$ cat src/rtl/lbist_wb_seq.sv
// lbist_wb_seq: Wishbone master that walks the LBIST register slave through
// one complete self-test. The sequence is soft reset, configure, release,
// start, poll STATUS until done, read SIG, compare it with the golden value,
// and finally write a stop. The whole block runs on wb_clk.
module lbist_wb_seq #(
    parameter int POLL_W = 16
) (
    input  logic              wb_clk,
    input  logic              wb_rst,
    input  logic              seq_start,
    input  logic              seq_abort,
    input  logic [15:0]       cfg_pat,
    input  logic [15:0]       cfg_depth,
    input  logic [31:0]       cfg_golden,
    input  logic [POLL_W-1:0] cfg_poll_gap,
    input  logic [POLL_W-1:0] cfg_poll_max,
    output logic              wb_cs,
    output logic [1:0]        wb_addr,
    output logic              wb_wr,
    output logic [31:0]       wb_wdata,
    output logic [3:0]        wb_be,
    input  logic [31:0]       wb_rdata,
    input  logic              wb_ack,
    input  logic              wb_err,
    output logic              seq_busy,
    output logic              seq_done,
    output logic              seq_pass,
    output logic              seq_fail,
    output logic              seq_err,
    output logic [31:0]       seq_sig
);

    localparam logic [1:0] ADDR_CTRL   = 2'd0;
    localparam logic [1:0] ADDR_CFG    = 2'd1;
    localparam logic [1:0] ADDR_STATUS = 2'd2;
    localparam logic [1:0] ADDR_SIG    = 2'd3;

    typedef enum logic [3:0] {
        IDLE,
        W_SRST,
        W_CFG,
        W_REL,
        W_GO,
        GAP,
        R_STAT,
        R_SIG,
        W_STOP,
        FIN
    } state_t;

    state_t            state_q, state_d;
    logic              cs_q, cs_d;
    logic [1:0]        addr_q, addr_d;
    logic              wr_q, wr_d;
    logic [31:0]       wdata_q, wdata_d;
    logic              done_q, done_d;
    logic              pass_q, pass_d;
    logic              fail_q, fail_d;
    logic              err_q, err_d;
    logic [31:0]       sig_q, sig_d;
    logic [POLL_W-1:0] poll_cnt_q, poll_cnt_d;
    logic [POLL_W-1:0] gap_cnt_q, gap_cnt_d;
    logic [15:0]       pat_q, pat_d;
    logic [15:0]       depth_q, depth_d;
    logic [31:0]       golden_q, golden_d;
    logic [POLL_W-1:0] poll_gap_q, poll_gap_d;
    logic [POLL_W-1:0] poll_max_q, poll_max_d;

    // Bus operation that belongs to the current state.
    logic [1:0]        op_addr;
    logic              op_wr;
    logic [31:0]       op_wdata;

    logic [POLL_W-1:0] poll_inc;
    logic [POLL_W-1:0] gap_inc;
    logic              poll_timeout;

    // The poll count saturates at its maximum value instead of wrapping.
    assign poll_inc     = (poll_cnt_q == {POLL_W{1'b1}}) ? poll_cnt_q : poll_cnt_q + POLL_W'(1);
    assign gap_inc      = gap_cnt_q + POLL_W'(1);
    assign poll_timeout = (poll_max_q != '0) && (poll_inc == poll_max_q);

    // Decode the register access that each bus state performs.
    always_comb begin
        op_addr  = ADDR_CTRL;
        op_wr    = 1'b1;
        op_wdata = 32'h0;
        case (state_q)
            W_SRST: op_wdata = 32'h2;
            W_CFG: begin
                op_addr  = ADDR_CFG;
                op_wdata = {depth_q, pat_q};
            end
            W_GO:   op_wdata = 32'h1;
            R_STAT: begin
                op_addr = ADDR_STATUS;
                op_wr   = 1'b0;
            end
            R_SIG: begin
                op_addr = ADDR_SIG;
                op_wr   = 1'b0;
            end
            default: ;
        endcase
    end

    // Next-state logic. A bus state raises cs in its first cycle, which is
    // when cs_q is still low. It then holds the request until the slave
    // answers. Because cs drops as the state advances, every transfer is
    // separated from the next by at least one idle cycle.
    always_comb begin
        state_d    = state_q;
        cs_d       = cs_q;
        addr_d     = addr_q;
        wr_d       = wr_q;
        wdata_d    = wdata_q;
        done_d     = 1'b0;
        pass_d     = pass_q;
        fail_d     = fail_q;
        err_d      = err_q;
        sig_d      = sig_q;
        poll_cnt_d = poll_cnt_q;
        gap_cnt_d  = gap_cnt_q;
        pat_d      = pat_q;
        depth_d    = depth_q;
        golden_d   = golden_q;
        poll_gap_d = poll_gap_q;
        poll_max_d = poll_max_q;

        case (state_q)
            IDLE: begin
                if (seq_start) begin
                    pass_d     = 1'b0;
                    fail_d     = 1'b0;
                    err_d      = 1'b0;
                    poll_cnt_d = '0;
                    gap_cnt_d  = '0;
                    pat_d      = cfg_pat;
                    depth_d    = cfg_depth;
                    golden_d   = cfg_golden;
                    poll_gap_d = cfg_poll_gap;
                    poll_max_d = cfg_poll_max;
                    state_d    = W_SRST;
                end
            end

            GAP: begin
                if (seq_abort) begin
                    err_d     = 1'b1;
                    gap_cnt_d = '0;
                    state_d   = W_STOP;
                end else if (gap_inc >= poll_gap_q) begin
                    gap_cnt_d = '0;
                    state_d   = R_STAT;
                end else begin
                    gap_cnt_d = gap_inc;
                end
            end

            FIN: begin
                done_d  = 1'b1;
                state_d = IDLE;
            end

            default: begin
                if (!cs_q) begin
                    cs_d    = 1'b1;
                    addr_d  = op_addr;
                    wr_d    = op_wr;
                    wdata_d = op_wdata;
                end else if (wb_ack || wb_err) begin
                    cs_d = 1'b0;
                    if (wb_err) begin
                        // Only one cleanup stop is attempted. If the stop
                        // itself fails, the run ends anyway.
                        err_d   = 1'b1;
                        state_d = (state_q == W_STOP) ? FIN : W_STOP;
                    end else if (state_q == W_STOP) begin
                        state_d = FIN;
                    end else if (seq_abort) begin
                        err_d   = 1'b1;
                        state_d = W_STOP;
                    end else begin
                        case (state_q)
                            W_SRST: state_d = W_CFG;
                            W_CFG:  state_d = W_REL;
                            W_REL:  state_d = W_GO;
                            W_GO:   state_d = R_STAT;
                            R_STAT: begin
                                if (wb_rdata[0]) begin
                                    state_d = R_SIG;
                                end else begin
                                    poll_cnt_d = poll_inc;
                                    if (poll_timeout) begin
                                        err_d   = 1'b1;
                                        state_d = W_STOP;
                                    end else begin
                                        state_d = GAP;
                                    end
                                end
                            end
                            R_SIG: begin
                                sig_d = wb_rdata;
                                if (wb_rdata == golden_q) begin
                                    pass_d = 1'b1;
                                end else begin
                                    fail_d = 1'b1;
                                end
                                state_d = W_STOP;
                            end
                            default: state_d = W_STOP;
                        endcase
                    end
                end
            end
        endcase
    end

    // State and output registers. Reset is synchronous and active-high.
    always_ff @(posedge wb_clk) begin
        if (wb_rst) begin
            state_q    <= IDLE;
            cs_q       <= 1'b0;
            addr_q     <= 2'd0;
            wr_q       <= 1'b0;
            wdata_q    <= 32'h0;
            done_q     <= 1'b0;
            pass_q     <= 1'b0;
            fail_q     <= 1'b0;
            err_q      <= 1'b0;
            sig_q      <= 32'h0;
            poll_cnt_q <= '0;
            gap_cnt_q  <= '0;
            pat_q      <= 16'h0;
            depth_q    <= 16'h0;
            golden_q   <= 32'h0;
            poll_gap_q <= '0;
            poll_max_q <= '0;
        end else begin
            state_q    <= state_d;
            cs_q       <= cs_d;
            addr_q     <= addr_d;
            wr_q       <= wr_d;
            wdata_q    <= wdata_d;
            done_q     <= done_d;
            pass_q     <= pass_d;
            fail_q     <= fail_d;
            err_q      <= err_d;
            sig_q      <= sig_d;
            poll_cnt_q <= poll_cnt_d;
            gap_cnt_q  <= gap_cnt_d;
            pat_q      <= pat_d;
            depth_q    <= depth_d;
            golden_q   <= golden_d;
            poll_gap_q <= poll_gap_d;
            poll_max_q <= poll_max_d;
        end
    end

    assign wb_cs    = cs_q;
    assign wb_addr  = addr_q;
    assign wb_wr    = wr_q;
    assign wb_wdata = wdata_q;
    assign wb_be    = 4'hF;
    assign seq_busy = (state_q != IDLE);
    assign seq_done = done_q;
    assign seq_pass = pass_q;
    assign seq_fail = fail_q;
    assign seq_err  = err_q;
    assign seq_sig  = sig_q;

endmodule

$ cat config.mk
export PLATFORM = sky130hd
export DESIGN_NAME = lbist_wb_seq
export DESIGN_NICKNAME = d
export VERILOG_FILES = /design/src/rtl/lbist_wb_seq.sv
export SDC_FILE = /design/constraint.sdc
export NUM_CORES = 1
export LEC_CHECK = 0
export CAP_MARGIN = 20
export CORE_MARGIN = 3
export CORE_UTILIZATION = 40
export DETAILED_ROUTE_END_ITERATION = 10
export PLACE_DENSITY_LB_ADDON = 0.2
export RECOVER_POWER = 50
export SYNTH_ARGS = -nofsm -noshare
export SYNTH_HDL_FRONTEND = slang
export SYNTH_SLANG_ARGS = --single-unit
$ cat constraint.sdc
create_clock -name wb_clk -period 3.5 [get_ports wb_clk]
set_input_delay 0.7 -clock wb_clk [delete_from_list [all_inputs] [get_ports wb_clk]]
set_output_delay 0.7 -clock wb_clk [all_outputs]
set_load 0.01 [all_outputs]
; After elaboration in Yosys (flattened, before gate mapping)
; Cells that the tools add are included.
; W data, S select, Z words.
[op_classes]
n_addsub = 2
order_cmp = 1
n_eq_ne = 24
mux = 59
bitwise_logic = 7
reduce_logical = 27
[op_table]
columns = op, count
row1 = $mux W16, 11
row2 = $pmux W32 S3, 1
row3 = $pmux W16 S2, 2
row4 = $mux W4, 10
row5 = $reduce_and A9 Y1, 4
row6 = $add A16 B1 Y16 const B, 2
row7 = $eq A32 B32 Y1, 1
row8 = $mux W1, 29
row9 = $pmux W4 S5, 1
row10 = $eq A16 B16 Y1, 1
row11 = $eq A16 B16 Y1 const B, 1
row12 = $eq A4 B3 Y1 const B, 4
row13 = $ge A16 B16 Y1, 1
row14 = $reduce_bool A16 Y1, 1
row15 = $ne A7 B5 Y1 const B, 2
row16 = $pmux W4 S3, 1
row17 = $reduce_bool A2 Y1, 6
row18 = $reduce_bool A4 Y1, 3
row19 = $ne A2 B1 Y1 const B, 5
row20 = $eq A4 B2 Y1 const B, 2
row21 = $eq A4 B4 Y1 const B, 2
row22 = $ne A7 B4 Y1 const B, 1
row23 = $not A1 Y1, 7
row24 = $reduce_and A7 Y1, 1
row25 = other kinds (15), 21
[totals]
reg_bits = 204
in_bits = 134
output_inout_bits = 77
elab_cells = 137

; Logic depth before layout (Yosys ltp)
; Gate-level depths: netlist of run 1.
[logic_depth]
word_depth = 13
mapped_depth = 17
mapped_depth_nobuf = 16

; Worst setup path before layout of run 1
; Ideal clock, no wire load.
[synth_path]
path_type = reg-to-reg
from = reg gap_cnt_q[0]
to = reg gap_cnt_q[7]
setup_ps = 128
arrival_ps = 3257
required_ps = 3372
path_slack_ps = 115
stages_incl_launch_ff = 17
n_path_buf = 1
period_less_slack_ps = 3385
path_cell_list = dfxtp_1 ha_1 and3_1 and3_1 and3_1 and3_1 and3_1 nand3_1 xnor2_1 ha_1 nand4_1 a211oi_1 a211o_1 clkbuf_1 o21ai_0 a21oi_1 nor2_1
[synth_via]
elab_chain_cells = 5
[synth_rtl]
columns = item, line_no
row1 = start: declaration, 62  ; logic [POLL_W-1:0] gap_cnt_q, gap_cnt_d;
row2 = start signal: assignment, 251  ; gap_cnt_q <= gap_cnt_d;
row3 = $add A16 B1 Y16 (*), 80  ; assign gap_inc = gap_cnt_q + POLL_W'(1);
row4 = $ge A16 B16 Y1, 152  ; end else if (gap_inc >= poll_gap_q) begin
row5 = $mux W16 (*), 152
row6 = $mux W16 (*), 148  ; if (seq_abort) begin
row7 = $pmux W16 S2 (*), 130  ; case (state_q)
; Mark *: on every way between the ends. The rest lies on a longest branch, timed or not.
; A chain may end at the register's enable or synchronous reset.

; Worst setup path in the final report of run 1
[layout_path]
from = reg gap_cnt_q[0]
to = reg gap_cnt_q[8]
; Same word-level chain as after synthesis.

==> reports/qor.yml, run 1 <==
place_congestion: 0.885
power.internal_mw: 4.87
holdCritStartpoint: "wb_wdata[6]$_SDFFE_PP0P_"
finalPower_mw: 7.44
wire_per_inst_um: 15.8
grt_use_total_pct: 20.7
p_sw_mw: 2.57
clkSlewWorstSetupHoldPaths_ns: 0.06
root_buffer: "clkbuf_16"
min_period_over_period_pct: 95.3
ys_types: 68
p_per_area_mw_per_mm2: 590
cts_max_path_buffers: 3
cts_buffers: 23
synth_cells: 1230
drc: 0
reg2reg_from: "gap_cnt_q[0]$_SDFFE_PP0P_"
clock_latency_ns: 0.50
dpl.hpwl_um: 18700
dieHeight_um: 159
async_flop_share_pct: 0
syn_area_per_cell_um2: 7.66
grt_pass1_wl_um: 44400
crit_buf_inv: 1
cp_max_fo: 6
synth_compound_gate_area_share_pct: 16.1
power_frac_comb_pct: 28.9
vias: 8955
synth-seq-cells: 204
maxCapViolations: 0
stdcell_area_mm2: 0.0126
syn_area_mm2: 0.00942
htree_levels: 1
die_width_um: 159
synth-edff-count: 0
cpMostUsedCell: "and3_4"
yosys_warnings: 0
die-area_mm2: 0.0254
r2r_slack_ns: 0.16
drt-pass1-iter-count: 5
core_mm2: 0.0229
cts_sinks: 204
p_clk_share_pct: 31.9
path_cells: "ha_4 > and3_4 > and3_4 > and3_4 > and3_4 > and3_4 > nand3_4 > xnor2_2 > ha_1 > nor2b_1 > o21ai_0 > nand2_1 > a211o_1 > buf_4 > nor3b_1 > a21oi_1 > nor2_1"
grt_antenna_before_repair: 3
synth_top_family_by_area: "simple AND/OR/NAND/NOR gates"
fmax_ghz: 0.300
grt_pass1_vias: 8395
area_growth_pct: 33.9
setup_viol: 0
start_kind: "flip-flop"
rows: 55
power.static_leakage_nw: 4.80
yosysSeqAreaShare_pct: 43.3
fin_nets: 1565
synth-simple-area-share_pct: 26.2
crit_path_end_kind: "flip-flop"
start_util_pct: 41.1
hold_viol: 0
hp-class: "flip-flop to flip-flop"
synth_fa_ha_area_share_pct: 2.39
viasPerCell: 5.13
hold_depth: 2
seq_power_share_pct: 39.2
dpl_cell_area_mm2: 0.0118
wl_um: 27500
ys.flop_type: "dfxtp_1"
fin_skew_ns: 0.00941
drive_above_1_share_pct: 7.56
outcome: "completed"
synthMuxAreaShare_pct: 0.544
slew_viol_final: 0
cpPeakStageDelay_ns: 0.38
arrival_ns: 3.76
hold_path_end: "wb_wdata[6]$_SDFFE_PP0P_"
nFillCells: 2240
peakVddDrop_v: 0.000393
fin_util_pct: 55.1
switching_share_pct: 34.5
path_class: "flip-flop to flip-flop"
fin_crit_ns: 3.34
tightestPinTransition_ns: 1.21
antenna_left: 0
required_ns: 3.93
num_io_pins: 211
grt_max_degree: 107
grt_overflow: 0
path_delay_family: "simple AND/OR/NAND/NOR gates"
drt-initial-drc-count: 554
portBuffers: 206
relSlewSlack_pct: 19.1
cts_tree: "yes"
r2r_cells: 17
r2r-end: "gap_cnt_q[8]$_SDFFE_PP0P_"
yosys.area_share.xor_xnor_pct: 6.21
cpMaxStageDelayCell: "dfxtp_4"
cp.depth: 17
[power by group through the flow]
stage / clock network (mW) / logic [mW] / registers [mW]
floorplan: 0 / 1.42 / 2.88
global placement: 0 / 2.16 / 2.95
detailed placement: 0 / 2.18 / 2.96
CTS: 2.44 / 2.21 / 2.92
global route: 2.54 / 2.39 / 2.96
finish: 2.38 / 2.15 / 2.91
[flip-flops by register name (all words and copies together), names as in the netlist, 2 cells and up]
register,flops
seq_sig,32
poll_cnt_q,16
wb_wdata,32
depth_q,16
state_q,4
poll_max_q,16
wb_addr,2
gap_cnt_q,16
pat_q,16
golden_q,32
poll_gap_q,16
[layout make-up]
| cell class | instances | area (µm²) | area share (%) |
|---|---|---|---|
| repair buffers | 240 | 2330 | 18.5 |
| well taps | 313 | 392 | 3.10 |
| flip-flops and latches | 204 | 4090 | 32.4 |
| clock inverters | 10 | 103 | 0.813 |
| diodes | 2 | 5.00 | 0.0397 |
| multi-input cells | 922 | 4970 | 39.4 |
| clock buffers | 31 | 646 | 5.12 |
| inverters | 22 | 82.6 | 0.655 |
[routing by layer]
layer  global-route usage [%]  up-vias  part of all wire (%)
li1                         -     4531                     -
met1                     28.3     4140                    46
met2                     33.0      229                    45
met3                     4.01       53                   5.6
met4                     6.88        2                   2.9
met5                        0        -                 0.029
[placed cells by master (no fill, tap or decap), types with 22 or more instances in the layout]
master,count
nand3_1,41
dlygate4sd3_1,73
xor2_1,52
nand2_1,317
inv_1,22
a21oi_1,210
dfxtp_1,199
o21ai_0,27
buf_4,23
clkdlybuf4s50_1,132
nor2_1,69
clkbuf_16,23
[timing repair]
| item | 4_1_cts | 5_1_grt |
|---|---|---|
| hold buffers | 0 | 0 |
| gates resized for setup | 4 | 24 |
| gates cloned | 0 | 1 |
| pin swaps | 0 | 8 |
| endpoints found under the setup margin | 9 | 20 |
| setup buffers | 0 | 5 |
[synthesized netlist by cell type, types with 17 or more instances]
| master | number | area (µm²) |
|---|---|---|
| nor4_1 | 17 | 106 |
| ha_1 | 18 | 225 |
| inv_1 | 22 | 82.6 |
| nor3_1 | 22 | 110 |
| clkbuf_1 | 61 | 229 |
| nand3_1 | 42 | 210 |
| a21oi_1 | 210 | 1050 |
| nor2_1 | 70 | 263 |
| nand2_1 | 318 | 1190 |
| dfxtp_1 | 204 | 4080 |
| o21ai_0 | 27 | 135 |
| xor2_1 | 52 | 455 |
[per-stage QoR]
step	TNS [ns]	hold WS, ns	cells	worst slack, ns
global placement	0	0.438	1695	0.0579
floorplan	0	0.434	1233	0.115
finish	0	0.445	1744	0.165
detailed placement	-0.0895	0.443	1695	-0.0213
CTS	0	0.451	1736	0.0223
global route	-0.369	0.465	1744	-0.0541
[worst reg2reg max path, stage by stage (launching register included)]
cell,delay [ns]
dfxtp_4,0.38
ha_4,0.14
and3_4,0.19
and3_4,0.20
and3_4,0.19
and3_4,0.18
and3_4,0.21
nand3_4,0.09
xnor2_2,0.15
ha_1,0.30
nor2b_1,0.13
o21ai_0,0.13
nand2_1,0.10
a211o_1,0.34
buf_4,0.20
nor3b_1,0.20
a21oi_1,0.06
nor2_1,0.09
[how the worst max path moves through the flow]
stage                                          from                          to  slack, ns
final                     gap_cnt_q[0]$_SDFFE_PP0P_   gap_cnt_q[8]$_SDFFE_PP0P_       0.16
after global placement    gap_cnt_q[0]$_SDFFE_PP0P_   gap_cnt_q[9]$_SDFFE_PP0P_       0.06
after detailed placement  gap_cnt_q[0]$_SDFFE_PP0P_     state_q[0]$_SDFFE_PP0P_      -0.02
after floorplan           gap_cnt_q[0]$_SDFFE_PP0P_   gap_cnt_q[7]$_SDFFE_PP0P_       0.12
after global routing      gap_cnt_q[2]$_SDFFE_PP0P_  gap_cnt_q[10]$_SDFFE_PP0P_      -0.05
after CTS                 gap_cnt_q[0]$_SDFFE_PP0P_   gap_cnt_q[8]$_SDFFE_PP0P_       0.02
[cell families after synthesis]
family,Yosys count
AOI/OAI and AO/OA,280
xor gates and xnor gates,66
adders and majority gates,18
buffers and inverters,107
DFF,204
muxes,5
other,1
and+or+nand+nor,549
(Power assumes the default switching activity.)
==> run 2, diff against run 1 <==
Settings changed: CORE_ASPECT_RATIO set to 1.5, CORE_UTILIZATION 40 to 46.
==> run 2 against run 1 <==
  * Clock skew is 0.0017 ns higher
  * Via count is 0.25% higher
  * Routed wire length is 3.1% lower
  * Register-to-register slack hardly changed
  * Non-clock buffer count is 1 higher
  * Critical path type unchanged
==> reports/qor.yml, run 2 (synthesized netlist as in run 1, its figures left out) <==
slew_viol_final: 0  # unchanged
cts_max_path_buffers: 3  # unchanged
cts_buffers: 21  # -8.7%
dpl.hpwl_um: 18900  # +1.1%
drc: 0  # unchanged
clock_latency_ns: 0.50  # about the same
final_cells: 1686  # -3.3%
fin_nets: 1564  # -0.064%
mostFrequentLayoutCells: "317 x nand2_1, 210 x a21oi_1, 200 x dfxtp_1"
highest_layer: "met5"
path_class: "flip-flop to flip-flop"
hp-class: "flip-flop to flip-flop"
grt_use_total_pct: 23.2  # +2.5 points
power.static_leakage_nw: 4.78  # -0.52%
cp_max_fo: 5  # -1
met1_length_um: 10600  # -16%
cts_sinks: 204  # unchanged
grt_antenna_before_repair: 2  # -1
min_period_over_period_pct: 95.3  # about the same
cts_tree: "yes"
fin_crit_ns: 3.34  # +0.000317 ns
hold_viol: 0  # unchanged
grt_max_degree: 88  # -18%
start_kind: "flip-flop"
portBuffers: 206  # unchanged
die-area_mm2: 0.0223  # -12%
route.met2.wl_um: 13700  # +9.2%
dr_wl_met3_um: 1570  # +1.7%
cts_hold_buf: 0  # unchanged
root_buffer: "clkbuf_16"
p_per_area_mw_per_mm2: 584  # -1.0%
grt_pass1_wl_um: 42600  # -4.0%
tightestPinTransition_ns: 1.12  # -0.0901 ns
layout_commonest_cell: "nand2_1"
vias: 8977  # +0.25%
num_io_pins: 211  # unchanged
fin_skew_ns: 0.0111  # +0.00166 ns
drive_above_1_share_pct: 7.79  # +0.23 points
core_mm2: 0.0199  # -13%
place_congestion: 0.867  # -2.0%
area_growth_pct: 32.8
grt_overflow: 0  # unchanged
relSlewSlack_pct: 25.1  # +6.0 points
viasPerCell: 5.32  # +3.7%
clkSlewWorstSetupHoldPaths_ns: 0.06  # about the same
die_width_um: 123  # -23%
fmax_ghz: 0.300  # about the same
dieHeight_um: 181  # +14%
antenna_left: 0  # unchanged
required_ns: 3.93  # about the same
drt-pass1-iter-count: 5  # unchanged
wl_um: 26700  # -3.1%
dpl_cell_area_mm2: 0.0117  # -0.35%
rows: 63  # +15%
crit_path_end_kind: "flip-flop"
setup_viol: 0  # unchanged
outcome: "completed"
htree_levels: 1  # unchanged
grt_pass1_vias: 8728  # +4.0%
arrival_ns: 3.77  # about the same
stdcell_area_mm2: 0.0125  # -0.82%
start_util_pct: 47.3  # +6.1 points
peakVddDrop_v: 0.000425  # +8.2%
finalPower_mw: 7.30  # -1.8%
placedCellCount: 1647  # -2.8%
maxCapViolations: 0  # unchanged
wire_per_inst_um: 15.8  # +0.21%
drt-initial-drc-count: 609  # +9.9%
## run 2: where the power goes
group / switching, mW / internal, mW
combinational: 1.33 / 0.812
clock: 0.918 / 1.32
sequential: 0.267 / 2.65
## run 2: path summary, 6_finish.rpt
| path | depth (start not counted) | startpoint | end | slack (ns) |
|---|---|---|---|---|
| worst max-delay path | 17 | gap_cnt_q[0]$_SDFFE_PP0P_ | gap_cnt_q[8]$_SDFFE_PP0P_ | 0.16 |
| worst min register to register | 2 | wb_wdata[19]$_SDFFE_PP0P_ | wb_wdata[19]$_SDFFE_PP0P_ | 0.45 |
| worst min-delay path | 2 | wb_wdata[19]$_SDFFE_PP0P_ | wb_wdata[19]$_SDFFE_PP0P_ | 0.45 |
| worst max register to register | 17 | gap_cnt_q[0]$_SDFFE_PP0P_ | gap_cnt_q[8]$_SDFFE_PP0P_ | 0.16 |
## run 2: worst max-delay path: stages (launching register included)
cell     delay [ns]
dfxtp_2        0.34
ha_1           0.16
and3_4         0.21
and3_1         0.19
and3_4         0.20
and3_4         0.19
and3_4         0.21
nand3_2        0.10
xnor2_2        0.16
ha_1           0.28
nor2b_1        0.13
o21ai_0        0.14
nand2_1        0.11
a211o_4        0.31
buf_2          0.18
nor3b_2        0.20
a21oi_1        0.06
nor2_1         0.10
## run 2: metal layers
| layer | up-vias | track usage [%] |
|---|---|---|
| li1 | 4518 | - |
| met1 | 4156 | 26.8 |
| met2 | 243 | 42.0 |
| met3 | 58 | 4.01 |
| met4 | 2 | 8.30 |
| met5 | - | 0 |
## run 2: cell type report
type,count,area [µm²]
fillers,1786,7430
multi-input cells,922,4970
flip-flops and latches,204,4090
repair buffers,241,2340
clock buffers,30,629
well taps,260,325
inverters,22,82.6
clock inverters,6,66.3
diodes,1,2.50
## run 2: timing repair
action                     4_1_cts  5_1_grt
setup endpoints to repair        1       20
gates cloned                     0        1
buffers inserted                 1        0
gates resized for setup          0       25
pin swaps                        2        5
## run 2: per-stage QoR
| stage | util, % | worst slack (ns) | TNS (ns) | hold WS (ns) |
|---|---|---|---|---|
| 3_5_place_dp | 58.7 | 0.0188 | 0 | 0.444 |
| 5_1_grt | 62.7 | -0.0234 | -0.0380 | 0.460 |
| 2_1_floorplan | - | 0.115 | 0 | 0.434 |
| 4_1_cts | 62.3 | 0.0205 | 0 | 0.450 |
| 3_3_place_gp | 58.7 | 0.0559 | 0 | 0.439 |
| 6_report | 62.7 | 0.164 | 0 | 0.446 |
